**src/rtl/cache_lookup_ctrl.sv**
```systemverilog
// Direct-mapped, single-word-line cache lookup/refill controller (write-through, no-write-allocate).
// Optional flush sweep of the valid array is enabled by defining INVAL_SWEEP_EN.
module cache_lookup_ctrl #(
  parameter int unsigned IDX_W = 9,
  parameter int unsigned TAG_W = 21,
  parameter int unsigned CNT_W = 16
) (
  input  logic             clk,
  input  logic             rst,
  input  logic             cpu_req,
  input  logic             cpu_we,
  input  logic [31:0]      cpu_addr,
  input  logic [31:0]      cpu_wdata,
  output logic [31:0]      cpu_rdata,
  output logic             cpu_stall,
  output logic [IDX_W-1:0] arr_idx,
  input  logic             valid_in,
  input  logic [TAG_W-1:0] tag_in,
  input  logic [31:0]      data_in,
  output logic             valid_we,
  output logic             valid_wdata,
  output logic             tag_we,
  output logic             data_we,
  output logic [TAG_W-1:0] tag_wdata,
  output logic [31:0]      data_wdata,
  output logic             mem_req,
  output logic             mem_we,
  output logic [31:0]      mem_addr,
  output logic [31:0]      mem_wdata,
  input  logic             mem_ack,
  input  logic [31:0]      mem_rdata,
  input  logic             flush,
  output logic [CNT_W-1:0] hit_cnt,
  output logic [CNT_W-1:0] miss_cnt
);

  localparam logic [1:0] ST_IDLE    = 2'd0;
  localparam logic [1:0] ST_RD_MISS = 2'd1;
  localparam logic [1:0] ST_WR_THRU = 2'd2;
`ifdef INVAL_SWEEP_EN
  localparam logic [1:0] ST_SWEEP   = 2'd3;
`endif

  logic [1:0]       state;
  logic [1:0]       next_state;
  logic             hit_inc;
  logic             miss_inc;
  logic [IDX_W-1:0] addr_idx;
  logic [TAG_W-1:0] addr_tag;
  logic             hit;
  logic             unused_ok;

  assign addr_idx  = cpu_addr[2 +: IDX_W];
  assign addr_tag  = cpu_addr[IDX_W+2 +: TAG_W];
  assign hit       = valid_in & (tag_in == addr_tag);
  assign unused_ok = ^{flush, cpu_addr[1:0]};

`ifdef INVAL_SWEEP_EN
  logic [IDX_W-1:0] sweep_cnt;

  // Sweep index walks every entry once, then self-clears.
  always_ff @(posedge clk or posedge rst) begin
    if (rst) begin
      sweep_cnt <= '0;
    end else if (state == ST_SWEEP) begin
      sweep_cnt <= (sweep_cnt == '1) ? '0 : sweep_cnt + IDX_W'(1);
    end
  end
`endif

  // State register and saturating performance counters.
  always_ff @(posedge clk or posedge rst) begin
    if (rst) begin
      state    <= ST_IDLE;
      hit_cnt  <= '0;
      miss_cnt <= '0;
    end else begin
      state <= next_state;
      if (hit_inc && (hit_cnt != '1)) begin
        hit_cnt <= hit_cnt + CNT_W'(1);
      end
      if (miss_inc && (miss_cnt != '1)) begin
        miss_cnt <= miss_cnt + CNT_W'(1);
      end
    end
  end

  // Next-state and output decode; everything is forced low while rst is asserted.
  always_comb begin
    next_state  = state;
    hit_inc     = 1'b0;
    miss_inc    = 1'b0;
    cpu_rdata   = '0;
    cpu_stall   = 1'b0;
    arr_idx     = '0;
    valid_we    = 1'b0;
    valid_wdata = 1'b0;
    tag_we      = 1'b0;
    data_we     = 1'b0;
    tag_wdata   = '0;
    data_wdata  = '0;
    mem_req     = 1'b0;
    mem_we      = 1'b0;
    mem_addr    = '0;
    mem_wdata   = '0;
    if (!rst) begin
      arr_idx   = addr_idx;
      tag_wdata = addr_tag;
      mem_addr  = {cpu_addr[31:2], 2'b00};
      mem_wdata = cpu_wdata;
      case (state)
        ST_IDLE: begin
          if (cpu_req) begin
            if (cpu_we) begin
              cpu_stall  = 1'b1;
              data_we    = hit;
              data_wdata = cpu_wdata;
              next_state = ST_WR_THRU;
            end else if (hit) begin
              cpu_rdata = data_in;
              hit_inc   = 1'b1;
            end else begin
              cpu_stall  = 1'b1;
              miss_inc   = 1'b1;
              next_state = ST_RD_MISS;
            end
          end
`ifdef INVAL_SWEEP_EN
          else if (flush) begin
            next_state = ST_SWEEP;
          end
`endif
        end
        ST_RD_MISS: begin
          mem_req   = 1'b1;
          cpu_stall = 1'b1;
          if (mem_ack) begin
            valid_we    = 1'b1;
            valid_wdata = 1'b1;
            tag_we      = 1'b1;
            data_we     = 1'b1;
            data_wdata  = mem_rdata;
            next_state  = ST_IDLE;
          end
        end
        ST_WR_THRU: begin
          mem_req   = 1'b1;
          mem_we    = 1'b1;
          cpu_stall = !mem_ack;
          if (mem_ack) begin
            next_state = ST_IDLE;
          end
        end
`ifdef INVAL_SWEEP_EN
        ST_SWEEP: begin
          arr_idx   = sweep_cnt;
          valid_we  = 1'b1;
          cpu_stall = 1'b1;
          if (sweep_cnt == '1) begin
            next_state = ST_IDLE;
          end
        end
`endif
        default: next_state = ST_IDLE;
      endcase
    end
  end

endmodule

```
**config.mk**
```make
export PLATFORM = sky130hd
export DESIGN_NAME = cache_lookup_ctrl
export DESIGN_NICKNAME = d
export VERILOG_FILES = /design/src/rtl/cache_lookup_ctrl.sv
export SDC_FILE = /design/constraint.sdc
export NUM_CORES = 1
export LEC_CHECK = 0
export BUFFER_PORTS_ARGS = -buffer_cell sky130_fd_sc_hd__buf_2
export CORE_AREA = 2 2 137 139
export CTS_CLUSTER_DIAMETER = 100
export DETAILED_ROUTE_END_ITERATION = 6
export DIE_AREA = 0 0 139 141
export HOLD_SLACK_MARGIN = 0.06
export PLACE_DENSITY_LB_ADDON = 0.15
export SETUP_SLACK_MARGIN = 0.2
export SLEW_MARGIN = 20
export SYNTH_ARGS = -nofsm -noshare
export SYNTH_HDL_FRONTEND = slang
export SYNTH_SLANG_ARGS = --single-unit
```
**constraint.sdc**
```tcl
create_clock -name clk -period 2.8 [get_ports clk]
set_clock_uncertainty 0.2 [all_clocks]
set_input_delay 0.14 -clock clk [delete_from_list [all_inputs] [get_ports clk]]
set_output_delay 0.14 -clock clk [all_outputs]
set_load 0.01 [all_outputs]
```
==> results.json, run 1 <==
{
  "status": "finished, final reports clean",
  "grt_pass1_vias": 3940,
  "p_leak_uw": 0.00309,
  "reg2reg_depth": 8,
  "drc": 0,
  "cts-root-buf": "clkbuf_16",
  "synth_fa_ha_area_frac": 0.0217,
  "track_usage": 0.140,
  "cts_tree": "done",
  "path_buf_inv": 3,
  "synth_xor_xnor_area_share": 0.126,
  "fillers": 2046,
  "fin_crit_sh": 0.878,
  "yosysMostFrequentCell": "nor2b_1",
  "seq_area_sq_um": 851,
  "ys_types": 45,
  "portBuffers": 347,
  "internal_power_uw": 1280,
  "core_region_area_sq_um": 18300,
  "yosys.area.top_type_share": 0.246,
  "htree_num_levels": 2,
  "path_max_fanout": 32,
  "ys_ff_latch": 34,
  "place_congestion": 0.753,
  "grt_max_degree": 48,
  "synth_top_cell_by_area": "dfrtp_1",
  "post-place-ws_ns": 0.289,
  "ir_worst_vdd_mv": 0.199,
  "rsz0062_at_grt": "no",
  "setup_viol": 0,
  "worst_slew_pin_slew_ns": 0.614,
  "start_util": 0.190,
  "tns_ns": 0,
  "netlist_top_cells_count": "65 x nor2b_1, 42 x nor2_1, 40 x xor2_1, 34 x buf_4, 34 x dfrtp_1",
  "setup_slack_ns": 0.342,
  "synth_compound_gate_area_share": 0.0943,
  "hold_path.class": "input pin to asynchronous set/reset pin",
  "critical_path_class": "flip-flop to output port",
  "dieArea_sq_um": 19600,
  "dp_hpwl_mm": 12.2,
  "fmax_mhz": 407,
  "area_delta_synth_final_pct": 55.8,
  "sw_frac_of_total": 0.386,
  "crit_chain": "inv_1, ha_4, nand2_1, or3_4, nor2_2, buf_12, and2_1, buf_2",
  "yosys.area_share.simple": 0.388,
  "placementRows": 50,
  "cpPeakStageDelay_ns": 0.43,
  "netlist_instances": 419,
  "ios": 353,
  "die_h_um": 141,
  "clk_latency_ns": 0.28,
  "clock_sinks": 34,
  "grt_pass1_wl_mm": 22.0,
  "avgViaCountPerCell": 4.23,
  "cellPowerDensity_nw_per_um2": 388,
  "start_kind": "flip-flop",
  "die_w_um": 139,
  "pwr-share-clk": 0.252,
  "grt_overflow": 0,
  "hold_viol_final": 0,
  "firstDrtPassIters": 4,
  "wirelength_mm": 14.8,
  "critPathSlowestCell": "dfrtp_1",
  "yosysWarningCount": 0,
  "p_seq_frac": 0.277,
  "drive_gt1_frac": 0.533,
  "switchingPower_uw": 809,
  "cts_setup_buffers": 0,
  "synth.avg_cell_area_sq_um": 8.27,
  "cts_buffers": 5,
  "synth_area_leaders": "dfrtp_1 25%, nor2b_1 12%, xor2_1 10%",
  "syn-cell-area_sq_um": 3460,
  "nNetsFinal": 888,
  "multiInputGateArea_sq_um": 2260,
  "synth_edf_count": 0,
  "drt_iter0_drc": 115,
  "cp.depth": 8,
  "yosysSeqAreaShare": 0.246,
  "via_count": 4067,
  "combPwrFrac": 0.471,
  "antenna_found_initial": 1,
  "report.final.slew_viol_count": 0,
  "cp-end-kind": "output port",
  "synth_top_family_by_area": "simple AND/OR/NAND/NOR gates",
  "maxSlewHeadroom": 0.591,
  "crit_required_ns": 2.46,
  "clk_pin_slew_worst_paths_ns": 0.06,
  "critPathTopFamily": "simple AND/OR/NAND/NOR gates",
  "period_minus_slack_ns": 2.46,
  "clk_path_buf_depth": 2,
  "maxCapViolCount": 0,
  "ys.flop_type": "dfrtp_1",
  "arrival_ns": 2.12,
  "wire_per_inst_um": 15.4,
  "synth_mux_area_frac": 0.0130,
  "synthArstFlopShare": 1.00,
  "antenna_left": 0
}
[worst min-delay path: stages]
cell   delay [ns]
buf_2        0.12
buf_4        0.21
inv_1        0.10
buf_4        0.40
[metrics by stage]
stage          utilization  total power [uW]  cell area [sq um]  hold slack (ns)  cells
2_1_floorplan            -              1150               3470           0.0375    420
3_3_place_gp         0.285              1550               5200            0.228    950
3_5_place_dp         0.285              1540               5200            0.229    950
4_1_cts              0.294              2100               5370            0.115    960
5_1_grt              0.295              2240               5400            0.145    960
6_report             0.295              2090               5400           0.0665    961
[metal layers]
layer | vias up | track usage | wire length [um]
li1 | 1992 | - | -
met1 | 1823 | 0.159 | 5600
met2 | 230 | 0.256 | 7610
met3 | 20 | 0.0370 | 1300
met4 | 2 | 0.0436 | 296
met5 | - | 0 | 13
[what timing repair did]
item,4_1_cts,5_1_grt
hold buffers,3,0
setup endpoints to repair,4,43
resized for setup,1,6
endpoints found under the hold margin,2,0
[cells in the final DEF (no fill, tap or decap), drive strengths merged, types with 7 or more instances in the layout]
master  netlist  layout
a22oi        32      32
nand3        15      15
buf          36     355
nand2        14      14
nor2         43      43
clkbuf       23       7
xnor2        10      10
and2         33      33
and3         11      11
nor4         11      11
nor3          9       9
xor2         40      40
dfrtp        34      34
nand4        10      10
nor2b        65      65
[cell type report]
class | instances | area share
antenna | 1 | 0.000464
tap | 234 | 0.0542
timing repair buffer | 358 | 0.341
multi-input combinational | 321 | 0.418
inverter | 6 | 0.00417
clock buffer | 7 | 0.0246
sequential | 34 | 0.158
[power groups by stage]
stage               Combinational, uW  Sequential, uW  Clock (uW)
CTS                               980             578         540
global route                     1090             588         563
global placement                  968             586           0
finish                            986             579         528
detailed placement                958             586           0
floorplan                         558             588           0
[sequential cells by signal (all words and copies together), names as in the netlist]
signal	count
state	2
hit_cnt	16
miss_cnt	16
[worst paths after layout]
| check | startpoint | endpoint | slack, ns |
|---|---|---|---|
| worst max-delay path | state[1]$_DFFE_PP0P_ | cpu_rdata[24] | 0.34 |
| worst min-delay path | rst | state[1]$_DFFE_PP0P_ | 0.07 |
| worst max register to register | state[1]$_DFFE_PP0P_ | miss_cnt[13]$_DFFE_PP0P_ | 0.41 |
| worst min register to register | miss_cnt[13]$_DFFE_PP0P_ | miss_cnt[13]$_DFFE_PP0P_ | 0.29 |
| max in group asynchronous | rst | miss_cnt[8]$_DFFE_PP0P_ | 1.99 |
| min in group clk | rst | miss_cnt[5]$_DFFE_PP0P_ | 0.16 |
[cells by family (layout without fill, tap and decap cells)]
| family | after synthesis | after routing |
|---|---|---|
| muxes | 4 | 4 |
| AOI/OAI and AO/OA | 43 | 43 |
| DFF | 34 | 34 |
| xor gates and xnor gates | 50 | 50 |
| adders and majority gates | 6 | 6 |
| buffers and inverters | 65 | 371 |
| and+or+nand+nor | 216 | 216 |
| other | 1 | 3 |
(Power assumes the default switching activity.)
==> inputs of run 2 (changes only) <==
--- a/config.mk
+++ b/config.mk
@@ -12,6 +12,7 @@
 export DIE_AREA = 0 0 139 141
 export HOLD_SLACK_MARGIN = 0.06
 export PLACE_DENSITY_LB_ADDON = 0.15
+export REMOVE_ABC_BUFFERS = 1
 export SETUP_SLACK_MARGIN = 0.2
 export SLEW_MARGIN = 20
 export SYNTH_ARGS = -nofsm -noshare
==> results.json, run 2 (synthesized netlist as in run 1, its figures left out) <==
{
  "clk_pin_slew_worst_paths_ns": 0.05,
  "maxCapViolCount": 0,
  "grt_pass1_wl_mm": 22.5,
  "setup_slack_ns": 0.347,
  "arrival_ns": 2.11,
  "clk_latency_ns": 0.28,
  "cellPowerDensity_nw_per_um2": 399,
  "critical_path_class": "flip-flop to output port",
  "crit_required_ns": 2.46,
  "dp_hpwl_mm": 13.1,
  "via_count": 4031,
  "portBuffers": 347,
  "core_region_area_sq_um": 18300,
  "rsz0062_at_grt": "no",
  "place_congestion": 0.798,
  "wire_per_inst_um": 16.3,
  "drive_gt1_frac": 0.534,
  "die_h_um": 141,
  "final_cell_mix": "347 x buf_2, 65 x nor2b_1, 42 x nor2_1, 40 x xor2_1, 34 x dfrtp_1",
  "status": "finished, final reports clean",
  "dp.cells": 950,
  "cts_buffers": 5,
  "nNetsFinal": 888,
  "layout_commonest_cell": "buf_2",
  "avgViaCountPerCell": 4.19,
  "n_antenna_cell": 0,
  "fin_crit_sh": 0.876,
  "grtUsageMet3": 0.0550,
  "p_leak_uw": 0.00311,
  "cp-end-kind": "output port",
  "firstDrtPassIters": 4,
  "start_util": 0.190,
  "maxSlewHeadroom": 0.593,
  "reg_top3": "hit_cnt x16, miss_cnt x16, state x2",
  "drt_iter0_drc": 137,
  "wirelength_mm": 15.6,
  "tns_ns": 0,
  "crit_chain": "inv_1, ha_4, nand2_1, or3_4, nor2_2, buf_12, and2_1, buf_2",
  "grt_use_met2": 0.267,
  "path_max_fanout": 32,
  "fmax_mhz": 408,
  "htree_num_levels": 2,
  "hold_viol_final": 0,
  "placementRows": 50,
  "worst_slew_pin_slew_ns": 0.610,
  "drc": 0,
  "clk_path_buf_depth": 2,
  "use_met1": 0.163,
  "grt_max_degree": 58,
  "antenna_left": 0,
  "area_delta_synth_final_pct": 56.7,
  "ios": 353,
  "die_w_um": 139,
  "fillers": 2065,
  "dieArea_sq_um": 19600,
  "track_usage": 0.146,
  "period_minus_slack_ns": 2.45,
  "grt_pass1_vias": 3830,
  "busiest_layer": "met2",
  "cpPeakStageDelay_ns": 0.41,
  "layout.cells.non_filler": 961,
  "critPathSlowestCell": "dfrtp_1",
  "grt_overflow": 0,
  "antenna_found_initial": 2,
  "clock_sinks": 34,
  "start_kind": "flip-flop",
  "hold_path.class": "input pin to flip-flop",
  "setup_viol": 0,
  "cts_tree": "done",
  "post-place-ws_ns": 0.259,
  "ir_worst_vdd_mv": 0.190,
  "cts-root-buf": "clkbuf_16",
  "report.final.slew_viol_count": 0,
  "cts_setup_buffers": 0
}
==> run 2: cell types whose count changed in the layout (fill, tap and decap cells not counted), sizes merged <==
cell	delta
clkbuf	+1
diode	-1
==> run 2: critical path, delay by kind of cell (launching register included) <==
family / cells / cell delay [ns]
simple gates: 4 / 0.77
flops: 1 / 0.41
buf+inv: 3 / 0.46
fa+ha+maj: 1 / 0.18
==> run 2: cell type report <==
cell class | count | area (sq um) | share of cell area
inverter | 6 | 22.5 | 0.00415
sequential | 34 | 851 | 0.157
tap | 234 | 293 | 0.0539
clock buffer | 8 | 166 | 0.0306
timing repair buffer | 358 | 1840 | 0.339
multi-input combinational | 321 | 2260 | 0.416
==> run 2: where the power goes <==
group | switching (uW) | total [uW] | internal [uW]
logic | 560 | 980 | 421
clock network | 209 | 612 | 403
registers | 45.0 | 577 | 532
==> run 2: metal layers <==
metal  wire length, um  part of all wire
met5                24            0.0015
met4               128            0.0082
met1              5920              0.38
met3              1570              0.10
met2              7980              0.51
==> run 2: metrics by stage <==
step / total power (uW) / hold WS (ns) / instance area [sq um] / util
3_5_place_dp: 1540 / 0.224 / 5200 / 0.285
2_1_floorplan: 1070 / 0.0375 / 3110 / -
4_1_cts: 2190 / 0.187 / 5400 / 0.296
5_1_grt: 2310 / 0.231 / 5430 / 0.297
3_3_place_gp: 1560 / 0.231 / 5200 / 0.285
6_report: 2170 / 0.186 / 5430 / 0.297
==> run 2: timing repair <==
item                                   CTS  global route
endpoints found under the hold margin    2             0
gates cloned                             0             0
setup endpoints to repair                3            54
resized for setup                        1             5
hold buffers                             3             0
==> run 2: final timing paths <==
path                                          start                        to  slack (ns)  depth (start not counted)
setup / recovery               state[0]$_DFFE_PP0P_             cpu_rdata[17]        0.35                          8
hold reg to reg            miss_cnt[13]$_DFFE_PP0P_  miss_cnt[13]$_DFFE_PP0P_        0.31                          1
min in group asynchronous                       rst      state[0]$_DFFE_PP0P_        0.24                          4
hold / removal                                  rst   miss_cnt[5]$_DFFE_PP0P_        0.19                          5
setup reg to reg               state[0]$_DFFE_PP0P_  miss_cnt[14]$_DFFE_PP0P_        0.41                          8
max in group asynchronous                       rst    hit_cnt[7]$_DFFE_PP0P_        1.81                          4
==> inputs of run 3 (changes only) <==
--- a/config.mk
+++ b/config.mk
@@ -5,11 +5,12 @@
 export SDC_FILE = /design/constraint.sdc
 export NUM_CORES = 1
 export LEC_CHECK = 0
+export ABC_AREA = 1
 export BUFFER_PORTS_ARGS = -buffer_cell sky130_fd_sc_hd__buf_2
-export CORE_AREA = 2 2 137 139
+export CORE_AREA = 2 2 136 138
 export CTS_CLUSTER_DIAMETER = 100
 export DETAILED_ROUTE_END_ITERATION = 6
-export DIE_AREA = 0 0 139 141
+export DIE_AREA = 0 0 138 140
 export HOLD_SLACK_MARGIN = 0.06
 export PLACE_DENSITY_LB_ADDON = 0.15
 export REMOVE_ABC_BUFFERS = 1
==> results.json, run 3 <==
{
  "status": "finished, final reports clean",
  "area_delta_synth_final_pct": 43.1,
  "portBuffers": 347,
  "layout.cells.non_filler": 1313,
  "p_leak_uw": 0.00396,
  "clock_sinks": 34,
  "netlist_instances": 780,
  "clk_path_buf_depth": 2,
  "dp.cells": 1302,
  "antenna_left": 0,
  "synth_top_cell_by_area": "nand2_1",
  "total_power_uw": 2050,
  "placementRows": 49,
  "cts-root-buf": "clkbuf_16",
  "wirelength_mm": 18.3,
  "path_max_fanout": 24,
  "core_region_area_sq_um": 17800,
  "layout_commonest_cell": "buf_2",
  "report.final.slew_viol_count": 0,
  "crit_chain": "inv_1, ha_1, nand2_1, inv_1, nand3_2, inv_2, buf_12, nand2_1, nor2_4, buf_2",
  "worst_slew_pin_slew_ns": 0.532,
  "drive_gt1_frac": 0.376,
  "fin_crit_sh": 0.846,
  "final_util": 0.360,
  "rrSetupSlack_ns": 0.57,
  "start_util": 0.252,
  "place_congestion": 0.963,
  "tns_ns": 0,
  "yosysWarningCount": 0,
  "ios": 353,
  "grt_pass1_wl_mm": 28.3,
  "via_count": 5633,
  "grt_pass1_vias": 5190,
  "cellPowerDensity_nw_per_um2": 320,
  "yosysMostFrequentCell": "nand2_1",
  "ys_types": 31,
  "cts_tree": "done",
  "grt_max_degree": 54,
  "drc": 0,
  "r2r_start": "state[0]$_DFFE_PP0P_",
  "hp-start": "cpu_req",
  "setup_viol": 0,
  "htree_num_levels": 2,
  "critical_path_class": "flip-flop to output port",
  "die_h_um": 140,
  "yosys.area.top_type_share": 0.198,
  "reg2reg_to": "miss_cnt[10]$_DFFE_PP0P_",
  "arrival_ns": 2.03,
  "period_minus_slack_ns": 2.37,
  "n_antenna_cell": 0,
  "rsz0062_at_grt": "no",
  "die_w_um": 138,
  "reg_top3": "hit_cnt x16, miss_cnt x16, state x2",
  "clk_pin_slew_worst_paths_ns": 0.05,
  "track_usage": 0.179,
  "wire_per_inst_um": 13.9,
  "fmax_mhz": 422,
  "synth_area_leaders": "nand2_1 20%, dfrtp_1 19%, nor2_1 14%",
  "avgViaCountPerCell": 4.29,
  "cts_buffers": 5,
  "critPathSlowestCell": "dfrtp_1",
  "ys_ff_latch": 34,
  "dp_hpwl_mm": 15.0,
  "synth.avg_cell_area_sq_um": 5.74,
  "clk_latency_ns": 0.27,
  "cp-end-kind": "output port",
  "maxCapViolCount": 0,
  "hold_path.class": "input pin to flip-flop",
  "maxSlewHeadroom": 0.645,
  "ys.flop_type": "dfrtp_1",
  "netlist_top_cells_count": "236 x nand2_1, 162 x nor2_1, 110 x inv_1, 35 x buf_4",
  "worstSetupEndpoint": "cpu_rdata[24]",
  "synth_edf_count": 0,
  "yosysSeqAreaShare": 0.190,
  "ir_worst_vdd_mv": 0.204,
  "syn-cell-area_sq_um": 4480,
  "antenna_found_initial": 0,
  "cpPeakStageDelay_ns": 0.41,
  "drt_iter0_drc": 257,
  "synthArstFlopShare": 1.00,
  "holdWs_ns": 0.147,
  "start_kind": "flip-flop",
  "nNetsFinal": 1246,
  "firstDrtPassIters": 4,
  "reg2reg_depth": 9,
  "crit_start": "state[0]$_DFFE_PP0P_",
  "final_cell_mix": "346 x buf_2, 236 x nand2_1, 161 x nor2_1, 109 x inv_1, 34 x dfrtp_1",
  "crit_required_ns": 2.46,
  "hold_viol_final": 0,
  "dieArea_sq_um": 19300,
  "grt_overflow": 0
}
[run 3: layer usage]
metal	share of wire	GRT usage	wire, um	vias to the layer above
met3	0.059	0.0400	1070	13
li1	-	-	-	2946
met1	0.46	0.249	8480	2497
met5	0	0	0	-
met2	0.47	0.294	8610	177
met4	0.0055	0.0172	100	0
[run 3: per-stage QoR]
stage                     setup WS [ns]  area (sq um)
after CTS                         0.264          6360
after detailed placement          0.491          6210
after floorplan                  0.0240          4050
final                             0.432          6410
after global routing              0.238          6410
after global placement            0.529          6210
[run 3: cell families after synthesis]
logic type | count (synthesis) | synth area share
compound gates | 36 | 0.0634
xor+xnor | 29 | 0.0567
fa+ha+maj | 6 | 0.0168
buf+inv | 182 | 0.194
flops | 34 | 0.190
other cells | 1 | 0.000837
simple gates | 492 | 0.479
[run 3: repair_timing]
item | 4_1_cts | 5_1_grt
resized for setup | 0 | 3
endpoints found under the hold margin | 36 | 0
hold buffers | 2 | 0
endpoints found under the setup margin | 0 | 47
buffers inserted | 0 | 1
[run 3: worst max-delay path, delay by kind of cell (launching register included)]
kind / cells / cell delay (ns)
buffers and inverters: 5 / 0.70
adder cells (fa/ha/maj): 1 / 0.19
flip-flops: 1 / 0.41
AND/OR/NAND/NOR: 4 / 0.44
[run 3: cell type report]
type / count / area [sq um]
clock buffers: 7 / 133
fillers: 2063 / 11400
inverters: 116 / 435
multi-input cells: 565 / 2780
flip-flops and latches: 34 / 851
well taps: 229 / 287
repair buffers: 362 / 1920
[run 3: report_power, final]
| group | switching (uW) | internal (uW) |
|---|---|---|
| Clock | 194 | 325 |
| Sequential | 54.0 | 526 |
| Combinational | 573 | 381 |
[run 3: how the worst min path moves through the flow]
| stage | endpoint | depth (start not counted) | slack, ns |
|---|---|---|---|
| after detailed placement | hit_cnt[9]$_DFFE_PP0P_ | 3 | 0.21 |
| after global routing | state[0]$_DFFE_PP0P_ | 5 | 0.19 |
| after floorplan | state[1]$_DFFE_PP0P_ | 2 | 0.08 |
| after CTS | state[1]$_DFFE_PP0P_ | 5 | 0.14 |
| final | state[1]$_DFFE_PP0P_ | 5 | 0.15 |
| after global placement | hit_cnt[9]$_DFFE_PP0P_ | 3 | 0.21 |
